--- src/rtl/mips_cpu_muldiv_unit.sv ---
// rtl/mips_cpu_muldiv_unit.sv - iterative multiply/divide unit owning HI/LO
module mips_cpu_muldiv_unit #(
    parameter int WIDTH = 32
) (
    input  logic             clk,
    input  logic             reset,
    input  logic             clk_enable,
    input  logic             start,
    input  logic [2:0]       op,
    input  logic [WIDTH-1:0] rs,
    input  logic [WIDTH-1:0] rt,
    input  logic             abort,
    output logic             busy,
    output logic             done,
    output logic [WIDTH-1:0] hi,
    output logic [WIDTH-1:0] lo
);

    localparam logic [1:0] S_IDLE = 2'd0;
    localparam logic [1:0] S_RUN  = 2'd1;
    localparam logic [1:0] S_FIN  = 2'd2;

    localparam logic [2:0] OP_MULT  = 3'd0;
    localparam logic [2:0] OP_MULTU = 3'd1;
    localparam logic [2:0] OP_DIV   = 3'd2;
    localparam logic [2:0] OP_DIVU  = 3'd3;
    localparam logic [2:0] OP_MTHI  = 3'd4;
    localparam logic [2:0] OP_MTLO  = 3'd5;

    localparam int            CW   = $clog2(WIDTH + 1);
    localparam logic [CW-1:0] LAST = CW'(WIDTH - 1);

    logic [1:0]         r_state;
    logic [CW-1:0]      r_cnt;
    logic [2*WIDTH-1:0] r_acc;      // mul: {partial, multiplier}; div: {remainder, dividend/quotient}
    logic [WIDTH-1:0]   r_opnd;     // multiplicand or divisor magnitude
    logic               r_is_div;
    logic               r_neg_lo;   // negate product (mul) or quotient (div)
    logic               r_neg_rem;  // negate remainder (div only)
    logic [WIDTH-1:0]   r_hi;
    logic [WIDTH-1:0]   r_lo;
    logic               r_busy;
    logic               r_done;

    // Operand conditioning at accept time
    logic               w_signed;
    logic               w_rs_neg;
    logic               w_rt_neg;
    logic               w_rt_zero;
    logic [WIDTH-1:0]   w_rs_mag;
    logic [WIDTH-1:0]   w_rt_mag;

    assign w_signed  = (op == OP_MULT) || (op == OP_DIV);
    assign w_rs_neg  = w_signed & rs[WIDTH-1];
    assign w_rt_neg  = w_signed & rt[WIDTH-1];
    assign w_rt_zero = (rt == '0);
    assign w_rs_mag  = w_rs_neg ? -rs : rs;
    assign w_rt_mag  = w_rt_neg ? -rt : rt;

    // One radix-2 multiply step: conditionally add, then shift right
    logic [WIDTH:0]     w_msum;
    logic [2*WIDTH-1:0] w_mul_next;

    assign w_msum     = {1'b0, r_acc[2*WIDTH-1:WIDTH]} + {1'b0, (r_acc[0] ? r_opnd : '0)};
    assign w_mul_next = {w_msum, r_acc[WIDTH-1:1]};

    // One restoring divide step: shift left, trial subtract, keep if it fits
    logic [WIDTH:0]     w_drem;
    logic [WIDTH:0]     w_ddiff;
    logic               w_dfit;
    logic [2*WIDTH-1:0] w_div_next;

    assign w_drem     = r_acc[2*WIDTH-1:WIDTH-1];
    assign w_ddiff    = w_drem - {1'b0, r_opnd};
    assign w_dfit     = ~w_ddiff[WIDTH];
    assign w_div_next = {(w_dfit ? w_ddiff[WIDTH-1:0] : w_drem[WIDTH-1:0]),
                         r_acc[WIDTH-2:0], w_dfit};

    // Sign fix-up of the finished magnitude result
    logic [2*WIDTH-1:0] w_prod;
    logic [WIDTH-1:0]   w_quo_raw;
    logic [WIDTH-1:0]   w_rem_raw;
    logic [WIDTH-1:0]   w_quo;
    logic [WIDTH-1:0]   w_rem;

    assign w_prod    = r_neg_lo ? -r_acc : r_acc;
    assign w_quo_raw = r_acc[WIDTH-1:0];
    assign w_rem_raw = r_acc[2*WIDTH-1:WIDTH];
    assign w_quo     = r_neg_lo  ? -w_quo_raw : w_quo_raw;
    assign w_rem     = r_neg_rem ? -w_rem_raw : w_rem_raw;

    // Control FSM, iteration datapath and HI/LO write-back
    always_ff @(posedge clk) begin
        if (!reset) begin
            r_state   <= S_IDLE;
            r_cnt     <= '0;
            r_acc     <= '0;
            r_opnd    <= '0;
            r_is_div  <= 1'b0;
            r_neg_lo  <= 1'b0;
            r_neg_rem <= 1'b0;
            r_hi      <= '0;
            r_lo      <= '0;
            r_busy    <= 1'b0;
            r_done    <= 1'b0;
        end else if (clk_enable) begin
            r_done <= 1'b0;
            case (r_state)
                S_IDLE: begin
                    if (start) begin
                        case (op)
                            OP_MTHI: r_hi <= rs;
                            OP_MTLO: r_lo <= rs;
                            OP_MULT, OP_MULTU, OP_DIV, OP_DIVU: begin
                                r_is_div  <= op[1];
                                r_cnt     <= '0;
                                r_state   <= S_RUN;
                                r_busy    <= 1'b1;
                                r_neg_rem <= w_rs_neg;
                                if (op[1]) begin
                                    // divide by zero keeps an all-ones quotient unsigned
                                    r_neg_lo <= (w_rs_neg ^ w_rt_neg) & ~w_rt_zero;
                                    r_opnd   <= w_rt_mag;
                                    r_acc    <= {{WIDTH{1'b0}}, w_rs_mag};
                                end else begin
                                    r_neg_lo <= w_rs_neg ^ w_rt_neg;
                                    r_opnd   <= w_rs_mag;
                                    r_acc    <= {{WIDTH{1'b0}}, w_rt_mag};
                                end
                            end
                            default: ;
                        endcase
                    end
                end
                S_RUN: begin
                    if (abort) begin
                        r_state <= S_IDLE;
                        r_busy  <= 1'b0;
                    end else begin
                        r_acc <= r_is_div ? w_div_next : w_mul_next;
                        r_cnt <= r_cnt + CW'(1);
                        if (r_cnt == LAST) begin
                            r_state <= S_FIN;
                        end
                    end
                end
                S_FIN: begin
                    r_state <= S_IDLE;
                    r_busy  <= 1'b0;
                    if (!abort) begin
                        if (r_is_div) begin
                            r_hi <= w_rem;
                            r_lo <= w_quo;
                        end else begin
                            r_hi <= w_prod[2*WIDTH-1:WIDTH];
                            r_lo <= w_prod[WIDTH-1:0];
                        end
                        r_done <= 1'b1;
                    end
                end
                default: begin
                    r_state <= S_IDLE;
                    r_busy  <= 1'b0;
                end
            endcase
        end
    end

    assign busy = r_busy;
    assign done = r_done;
    assign hi   = r_hi;
    assign lo   = r_lo;

endmodule

--- config.mk ---
export PLATFORM = sky130hd
export DESIGN_NAME = mips_cpu_muldiv_unit
export DESIGN_NICKNAME = d
export VERILOG_FILES = /design/src/rtl/mips_cpu_muldiv_unit.sv
export SDC_FILE = /design/constraint.sdc
export NUM_CORES = 1
export LEC_CHECK = 0
export CORE_MARGIN = 2
export CORE_UTILIZATION = 50
export CTS_CLUSTER_DIAMETER = 40
export DETAILED_ROUTE_END_ITERATION = 10
export PLACE_DENSITY = 0.73
export SLEW_MARGIN = 10
export SYNTH_ARGS = -nofsm -noshare
export SYNTH_HDL_FRONTEND = slang
export SYNTH_SLANG_ARGS = --single-unit
--- constraint.sdc ---
create_clock -name clk -period 7.9 [get_ports clk]
set_clock_uncertainty 0.2 [all_clocks]
set_input_delay 1.58 -clock clk [delete_from_list [all_inputs] [get_ports clk]]
set_output_delay 1.58 -clock clk [all_outputs]
set_load 0.02 [all_outputs]
==> results of run 1 <==
-- critical path: stages, from the launching register on --
cell	delay (ns)
sky130_fd_sc_hd__dfxtp_1	0.43
sky130_fd_sc_hd__inv_1	0.91
sky130_fd_sc_hd__nor2_1	0.15
sky130_fd_sc_hd__ha_1	0.29
sky130_fd_sc_hd__a211oi_1	0.24
sky130_fd_sc_hd__nor2_1	0.12
sky130_fd_sc_hd__o31ai_1	0.68
sky130_fd_sc_hd__o21ai_0	0.44
sky130_fd_sc_hd__o211a_1	0.39
sky130_fd_sc_hd__a41oi_1	0.45
sky130_fd_sc_hd__o21ai_0	0.16
sky130_fd_sc_hd__o41a_1	0.14
sky130_fd_sc_hd__a32o_1	0.24
-- layer usage --
layer | vias to the layer above | track usage | routed length, µm
met4 | 0 | 0.1512 | 2549
met1 | 7577 | 0.4814 | 23030
li1 | 7605 | - | -
met2 | 983 | 0.5072 | 23310
met3 | 124 | 0.06830 | 6290
met5 | - | 0 | 0
-- synth_stat cells (19+ instances only) --
cell type	n	area share
sky130_fd_sc_hd__nor2_1	269	0.068
sky130_fd_sc_hd__nand2_1	224	0.056
sky130_fd_sc_hd__a21oi_1	209	0.070
sky130_fd_sc_hd__dfxtp_1	173	0.23
sky130_fd_sc_hd__o21ai_0	151	0.051
sky130_fd_sc_hd__clkbuf_1	117	0.029
sky130_fd_sc_hd__xnor2_1	91	0.053
sky130_fd_sc_hd__xor2_1	77	0.045
sky130_fd_sc_hd__ha_1	69	0.058
sky130_fd_sc_hd__inv_1	62	0.016
sky130_fd_sc_hd__nor3_1	59	0.020
sky130_fd_sc_hd__mux2i_1	56	0.038
sky130_fd_sc_hd__a211oi_1	37	0.019
sky130_fd_sc_hd__a21o_1	31	0.016
sky130_fd_sc_hd__nand3_1	31	0.010
sky130_fd_sc_hd__o31ai_1	31	0.016
sky130_fd_sc_hd__nand2b_1	28	0.012
sky130_fd_sc_hd__a31oi_1	25	0.010
sky130_fd_sc_hd__o211ai_1	25	0.013
sky130_fd_sc_hd__nor4_1	24	0.010
sky130_fd_sc_hd__or3_1	24	0.010
sky130_fd_sc_hd__and3_1	19	0.0080
-- power by group --
group,internal [µW],leakage (µW),switching [µW],total (µW)
registers,902,0.00140,46.5,948
clock network,428,0.000293,438,865
logic,235,0.00491,406,641
-- kinds of logic after synthesis --
kind of cell    Yosys count  synth area share
compound gates          648            0.2726
xor+xnor                168           0.09850
fa+ha+maj                71           0.06047
buf+inv                 206           0.05327
flops                   173            0.2318
mux                      66           0.04506
simple gates            762            0.2383
-- layout make-up --
| type | count | area (µm²) | area share |
|---|---|---|---|
| timing repair buffer | 156 | 1509 | 0.08868 |
| clock buffer | 17 | 425.4 | 0.02500 |
| antenna | 1 | 2.502 | 0.0001471 |
| tap | 390 | 488.0 | 0.02868 |
| clock inverter | 15 | 165.2 | 0.009707 |
| inverter | 63 | 236.5 | 0.01390 |
| multi-input combinational | 1715 | 10720 | 0.6301 |
| sequential | 173 | 3467 | 0.2038 |
-- how the worst max path moves through the flow --
stage | from | endpoint | cells past startpoint
after floorplan | rs[0] | r_acc[26]$_SDFFE_PN0P_ | 10
after global placement | op[1] | hi[30]$_SDFFE_PN0P_ | 9
after detailed placement | op[1] | hi[30]$_SDFFE_PN0P_ | 9
after CTS | r_acc[0]$_SDFFE_PN0P_ | r_acc[62]$_SDFFE_PN0P_ | 12
after global routing | r_acc[32]$_SDFFE_PN0P_ | r_acc[37]$_SDFFE_PN0P_ | 12
final | r_acc[0]$_SDFFE_PN0P_ | r_acc[62]$_SDFFE_PN0P_ | 12
-- registers in the layout (all words and copies together), names as in the netlist --
signal	count
r_neg_lo	1
r_state	2
hi	32
r_cnt	6
r_opnd	32
r_is_div	1
r_acc	64
done	1
r_neg_rem	1
lo	32
busy	1
-- metrics by stage --
| stage | cell area (µm²) | utilization |
|---|---|---|
| after floorplan | 14940 | - |
| after global placement | 16420 | 0.5555 |
| after detailed placement | 16420 | 0.5555 |
| after CTS | 17010 | 0.5755 |
| after global routing | 17020 | 0.5756 |
| final | 17020 | 0.5756 |
==> impl_metrics.py, run 1 <==
metrics = {
    "outcome": {
        "outcome": "completed",
    },
    "floorplanning": {
        "die-area_mm2": 0.03127,
        "core_region_area_mm2": 0.02956,
        "io_pins": 138,
        "floorplan.die.width_um": 176.8,
        "die_extent_in_y_um": 176.8,
        "row_count": 63,
        "start_util": 0.5054,
    },
    "hold_path": {
        "timing.hold.worst.class": "register to register",
        "worstHoldStart": "r_opnd[9]$_SDFFE_PN0P_",
        "timing.hold.worst_endpoint": "r_opnd[9]$_SDFFE_PN0P_",
        "min_delay_path_depth": 2,
    },
    "clock_tree": {
        "cts.path.max_buffers": 2,
        "clk_pin_slew_ns": 0.08,
        "cts_tree": "yes",
        "cts.sink_count": 173,
        "clock-root-buffer": "sky130_fd_sc_hd__clkbuf_16",
        "cts_setup_buffers": 0,
        "number_of_gates_resized_after_cts": 0,
        "tritoncts.num_buffers": 17,
        "clkLatencyLatePin_ns": 0.45,
        "cts_htree_levels": 4,
        "cts_hold_fix_bufs": 0,
    },
    "synth": {
        "post_synth_num_cell_types": 76,
        "syn-instance-count": 2094,
        "synth.net_count": 2237,
        "yosysWarnings": 0,
        "synthesis.area_mm2": 0.01494,
        "async_reset_ff_frac": 0,
        "synth_edf_count": 0,
        "ys_seq_area_frac": 0.2318,
        "syn_area_per_cell_um2": 7.134,
        "synth_ff_type": "sky130_fd_sc_hd__dfxtp_1",
        "yosys_register_bits": 173,
    },
    "sta": {
        "final_period_utilization": 0.6267,
        "fin_tns_setup_ns": 0,
        "period_needed_ns": 4.951,
        "report.final.hold_viol_count": 0,
        "final.setup.worst_slack_ns": 2.949,
        "max_clock_freq_mhz": 202.0,
        "timing.final.max_slew_violations": 0,
        "final.hold.worst_slack_ns": 0.2591,
        "rsz0062_at_grt": "false",
        "slew_headroom": 0.1980,
        "tightestPinTransition_ns": 1.202,
        "report.final.setup_viol": 0,
    },
    "drt": {
        "wl_per_cell_um": 21.81,
        "routed_wl_um": 55180,
        "dr_iter_0_viols": 2243,
        "route.detailed.drc": 0,
        "number_of_antenna_violating_nets_in_the_routed_design": 0,
        "viasPerCell": 6.438,
        "routed-via-count": 16289,
        "drt-pass1-iter-count": 6,
    },
    "place": {
        "placement.io_buffers": 137,
        "detailed_placement_wirelength_estimate_um": 41900,
        "routabilityCongestion": 0.9807,
        "dp_slack_ns": 2.819,
        "dp_cells": 2497,
    },
    "worst_setup_path": {
        "critical_path.reg2reg.startpoint": "r_acc[0]$_SDFFE_PN0P_",
        "cp_max_fo": 31,
        "r2r_cells": 12,
        "rr_endpoint": "r_acc[62]$_SDFFE_PN0P_",
        "crit_path_end_kind": "register",
        "worst_setup_slack_for_register_to_register_paths_ns": 2.95,
        "data_arrival_time_of_the_critical_path_ns": 5.10,
        "critical_path_class": "register to register",
        "setup.worst_path.start_class": "register",
        "crit_required_ns": 8.05,
    },
    "cells_and_area": {
        "most-common-layout-cells": "sky130_fd_sc_hd__nor2_1 (267), sky130_fd_sc_hd__nand2_1 (224), sky130_fd_sc_hd__a21oi_1 (208), sky130_fd_sc_hd__dfxtp_1 (172), sky130_fd_sc_hd__o21ai_0 (151)",
        "finalNetCount": 2269,
        "nFillCells": 2833,
        "drive_above_1_share": 0.04675,
        "fin_cells": 2530,
        "mostFrequentLayoutCell": "sky130_fd_sc_hd__nor2_1",
        "area_growth_syn_to_layout_pct": 13.90,
    },
    "job": {
        "maxCapViolations": 0,
    },
    "global_route": {
        "grt_start_max_net_pins": 86,
        "grt_overflow": 0,
        "global_route_wire_length_before_repair_um": 83800,
        "globalRouteTotalUtil": 0.3432,
        "antenna_found_initial": 1,
        "via_count_of_the_first_global_routing_pass": 14514,
    },
    "power": {
        "peakVddDrop_mv": 0.1615,
        "report.power.total_uw": 2455,
        "p_leak_uw": 0.006603,
        "power-per-cell-area_mw_per_mm2": 144.3,
    },
}
Note: power is estimated with default switching activity, not from simulation.
==> inputs of run 2 (changes only) <==
Clock period 7.9 ns to 4.61 ns, I/O delays scaled along.
==> run 2 against run 1 <==
  * Count of clock-buffer cells in the layout increased by 2
  * Sequential share of layout area fell by 0.40 points
  * Global-route usage rose by 1.4 points
  * Final cell count increased by 1.6%
  * First-iteration DRC count down 8.8%
  * Combinational power up 79%
  * Power grew 77%
  * Flip-flop and latch count unchanged
  * Utilization up 1.2 points
  * Clock power rose by 83%
  * Non-clock buffer count up 40
  * Cell area grew 2.0%
==> impl_metrics.py, run 2 (same netlist as run 1, synthesis figures left out) <==
metrics = {
    "floorplanning": {
        "io_pins": 138,
        "die-area_mm2": 0.03127,
        "core_region_area_mm2": 0.02956,
        "floorplan.die.width_um": 176.8,
        "row_count": 63,
        "start_util": 0.5054,
        "die_extent_in_y_um": 176.8,
    },
    "cells_and_area": {
        "drive_above_1_share": 0.06425,
        "finalNetCount": 2309,
        "largest_register_ffs": 64,
        "regMostFlops": "r_acc",
        "most-common-layout-cells": "sky130_fd_sc_hd__nor2_1 (268), sky130_fd_sc_hd__nand2_1 (224), sky130_fd_sc_hd__a21oi_1 (208), sky130_fd_sc_hd__dfxtp_1 (172), sky130_fd_sc_hd__o21ai_0 (151)",
        "area_growth_syn_to_layout_pct": 16.18,
        "mostFrequentLayoutCell": "sky130_fd_sc_hd__nor2_1",
    },
    "clock_tree": {
        "cts.sink_count": 173,
        "tritoncts.num_buffers": 17,
        "cts_hold_fix_bufs": 0,
        "cts_setup_buffers": 0,
        "clkLatencyLatePin_ns": 0.45,
        "cts_htree_levels": 4,
        "number_of_gates_resized_after_cts": 0,
        "clk_pin_slew_ns": 0.08,
        "cts.path.max_buffers": 2,
        "clock-root-buffer": "sky130_fd_sc_hd__clkbuf_16",
        "cts_tree": "yes",
    },
    "job": {
        "maxCapViolations": 0,
    },
    "global_route": {
        "grt_start_max_net_pins": 87,
        "global_route_wire_length_before_repair_um": 85570,
        "globalRouteTotalUtil": 0.3570,
        "antenna_found_initial": 0,
        "via_count_of_the_first_global_routing_pass": 14681,
        "grt_overflow": 0,
    },
    "power": {
        "pwr-share-seq": 0.372,
        "p_leak_uw": 0.006818,
        "power-per-cell-area_mw_per_mm2": 250.6,
        "switching_share": 0.3494,
        "internal_power_uw": 2830,
        "share_comb_of_total_power": 0.264,
        "switching_pwr_uw": 1520,
        "report.power.total_uw": 4350,
        "peakVddDrop_mv": 0.2622,
        "clockPowerShare": 0.364,
    },
    "sta": {
        "tightestPinTransition_ns": 1.224,
        "period_needed_ns": 4.062,
        "slew_headroom": 0.1834,
        "final_period_utilization": 0.8811,
        "final.hold.worst_slack_ns": 0.2528,
        "timing.final.max_slew_violations": 0,
        "fin_tns_setup_ns": 0,
        "report.final.hold_viol_count": 0,
        "rsz0062_at_grt": "false",
        "max_clock_freq_mhz": 246.2,
        "report.final.setup_viol": 0,
    },
    "hold_path": {
        "worstHoldStart": "hi[29]$_SDFFE_PN0P_",
        "timing.hold.worst_endpoint": "hi[29]$_SDFFE_PN0P_",
        "timing.hold.worst.class": "register to register",
        "min_delay_path_depth": 1,
    },
    "outcome": {
        "outcome": "completed",
    },
    "place": {
        "routabilityCongestion": 0.9613,
        "detailed_placement_wirelength_estimate_um": 43990,
        "placement.io_buffers": 137,
    },
    "worst_setup_path": {
        "crit_required_ns": 4.70,
        "worst_setup_slack_for_register_to_register_paths_ns": 0.55,
        "r2r_cells": 15,
        "data_arrival_time_of_the_critical_path_ns": 4.15,
        "crit_path_end_kind": "register",
        "critical_path_class": "register to register",
        "critical_path.reg2reg.startpoint": "r_acc[31]$_SDFFE_PN0P_",
        "rr_endpoint": "r_acc[0]$_SDFFE_PN0P_",
        "setup.worst_path.start_class": "register",
        "cp_max_fo": 28,
    },
    "drt": {
        "routed-via-count": 16397,
        "route.detailed.drc": 0,
        "wl_per_cell_um": 22.15,
        "dr_iter_0_viols": 2046,
        "routed_wl_um": 56930,
        "viasPerCell": 6.380,
        "number_of_antenna_violating_nets_in_the_routed_design": 0,
        "drt-pass1-iter-count": 6,
    },
}
==> run 2: cell count changes in the layout (fill, tap and decap cells not counted), sizes merged <==
| cell | before | now |
|---|---|---|
| bufinv | 0 | 2 |
| clkbuf | 17 | 19 |
| buf | 20 | 60 |
| clkinv | 5 | 1 |
| inv | 73 | 72 |
| clkinvlp | 0 | 1 |
==> run 2: layout make-up <==
type / instances / area [µm²]
fill: 2848 / 12200
multi-input combinational: 1715 / 10720
sequential: 173 / 3467
timing repair buffer: 196 / 1822
tap: 390 / 488.0
clock buffer: 19 / 452.9
inverter: 63 / 236.5
clock inverter: 13 / 165.2
antenna: 1 / 2.502
==> run 2: per-stage QoR <==
stage,std cells,utilization,setup slack (ns),instance area [µm²]
2_1_floorplan,2094,-,0.9255,14940
3_3_place_gp,2537,0.5661,0.3356,16730
3_5_place_dp,2537,0.5661,0.2410,16730
4_1_cts,2569,0.5870,0.6459,17350
5_1_grt,2569,0.5870,0.3348,17350
6_report,2570,0.5871,0.5481,17360
==> run 2: power groups by stage <==
stage	Clock [µW]	Combinational (µW)	Sequential, µW
after floorplan	0	704	1630
after global placement	0	1110	1650
after global routing	1640	1230	1620
after detailed placement	0	1110	1650
after CTS	1580	1120	1610
final	1580	1150	1620
==> run 2: worst max-delay path by stage <==
stage | startpoint | to | slack, ns | depth (start not counted)
after floorplan | r_acc[31]$_SDFFE_PN0P_ | r_acc[34]$_SDFFE_PN0P_ | 0.93 | 13
after global placement | rs[0] | r_acc[30]$_SDFFE_PN0P_ | 0.34 | 12
after detailed placement | rs[0] | r_acc[24]$_SDFFE_PN0P_ | 0.24 | 12
after CTS | r_acc[31]$_SDFFE_PN0P_ | r_acc[0]$_SDFFE_PN0P_ | 0.65 | 15
after global routing | r_acc[31]$_SDFFE_PN0P_ | r_acc[0]$_SDFFE_PN0P_ | 0.33 | 15
final | r_acc[31]$_SDFFE_PN0P_ | r_acc[0]$_SDFFE_PN0P_ | 0.55 | 15
==> run 2: metal layers <==
layer | up-vias | share of wire | GRT usage
met4 | 0 | 0.051 | 0.1811
li1 | 7677 | - | -
met5 | - | 0 | 0
met3 | 141 | 0.10 | 0.06937
met1 | 7721 | 0.43 | 0.4992
met2 | 858 | 0.41 | 0.5192
==> run 2: worst max-delay path: stages, from the launching register on <==
cell and delay (ns):
sky130_fd_sc_hd__dfxtp_1 0.34, sky130_fd_sc_hd__inv_1 0.10, sky130_fd_sc_hd__ha_1 0.24, sky130_fd_sc_hd__fa_1 0.38
sky130_fd_sc_hd__nand2b_1 0.19, sky130_fd_sc_hd__a21oi_1 0.25, sky130_fd_sc_hd__o21ai_0 0.34, sky130_fd_sc_hd__o31ai_1 0.31
sky130_fd_sc_hd__buf_4 0.19, sky130_fd_sc_hd__a21oi_1 0.06, sky130_fd_sc_hd__buf_4 0.18, sky130_fd_sc_hd__xor2_2 0.46
sky130_fd_sc_hd__buf_12 0.26, sky130_fd_sc_hd__mux2i_1 0.09, sky130_fd_sc_hd__o21ai_0 0.20, sky130_fd_sc_hd__a21oi_1 0.08
==> inputs of run 3 (changes only) <==
Settings changed: CTS_BUF_LIST from default to sky130_fd_sc_hd__clkbuf_8 sky130_fd_sc_hd__clkbuf_16.
==> results of run 3 <==
Same layout as run 2: the final DEF is identical, and so are final timing and power.
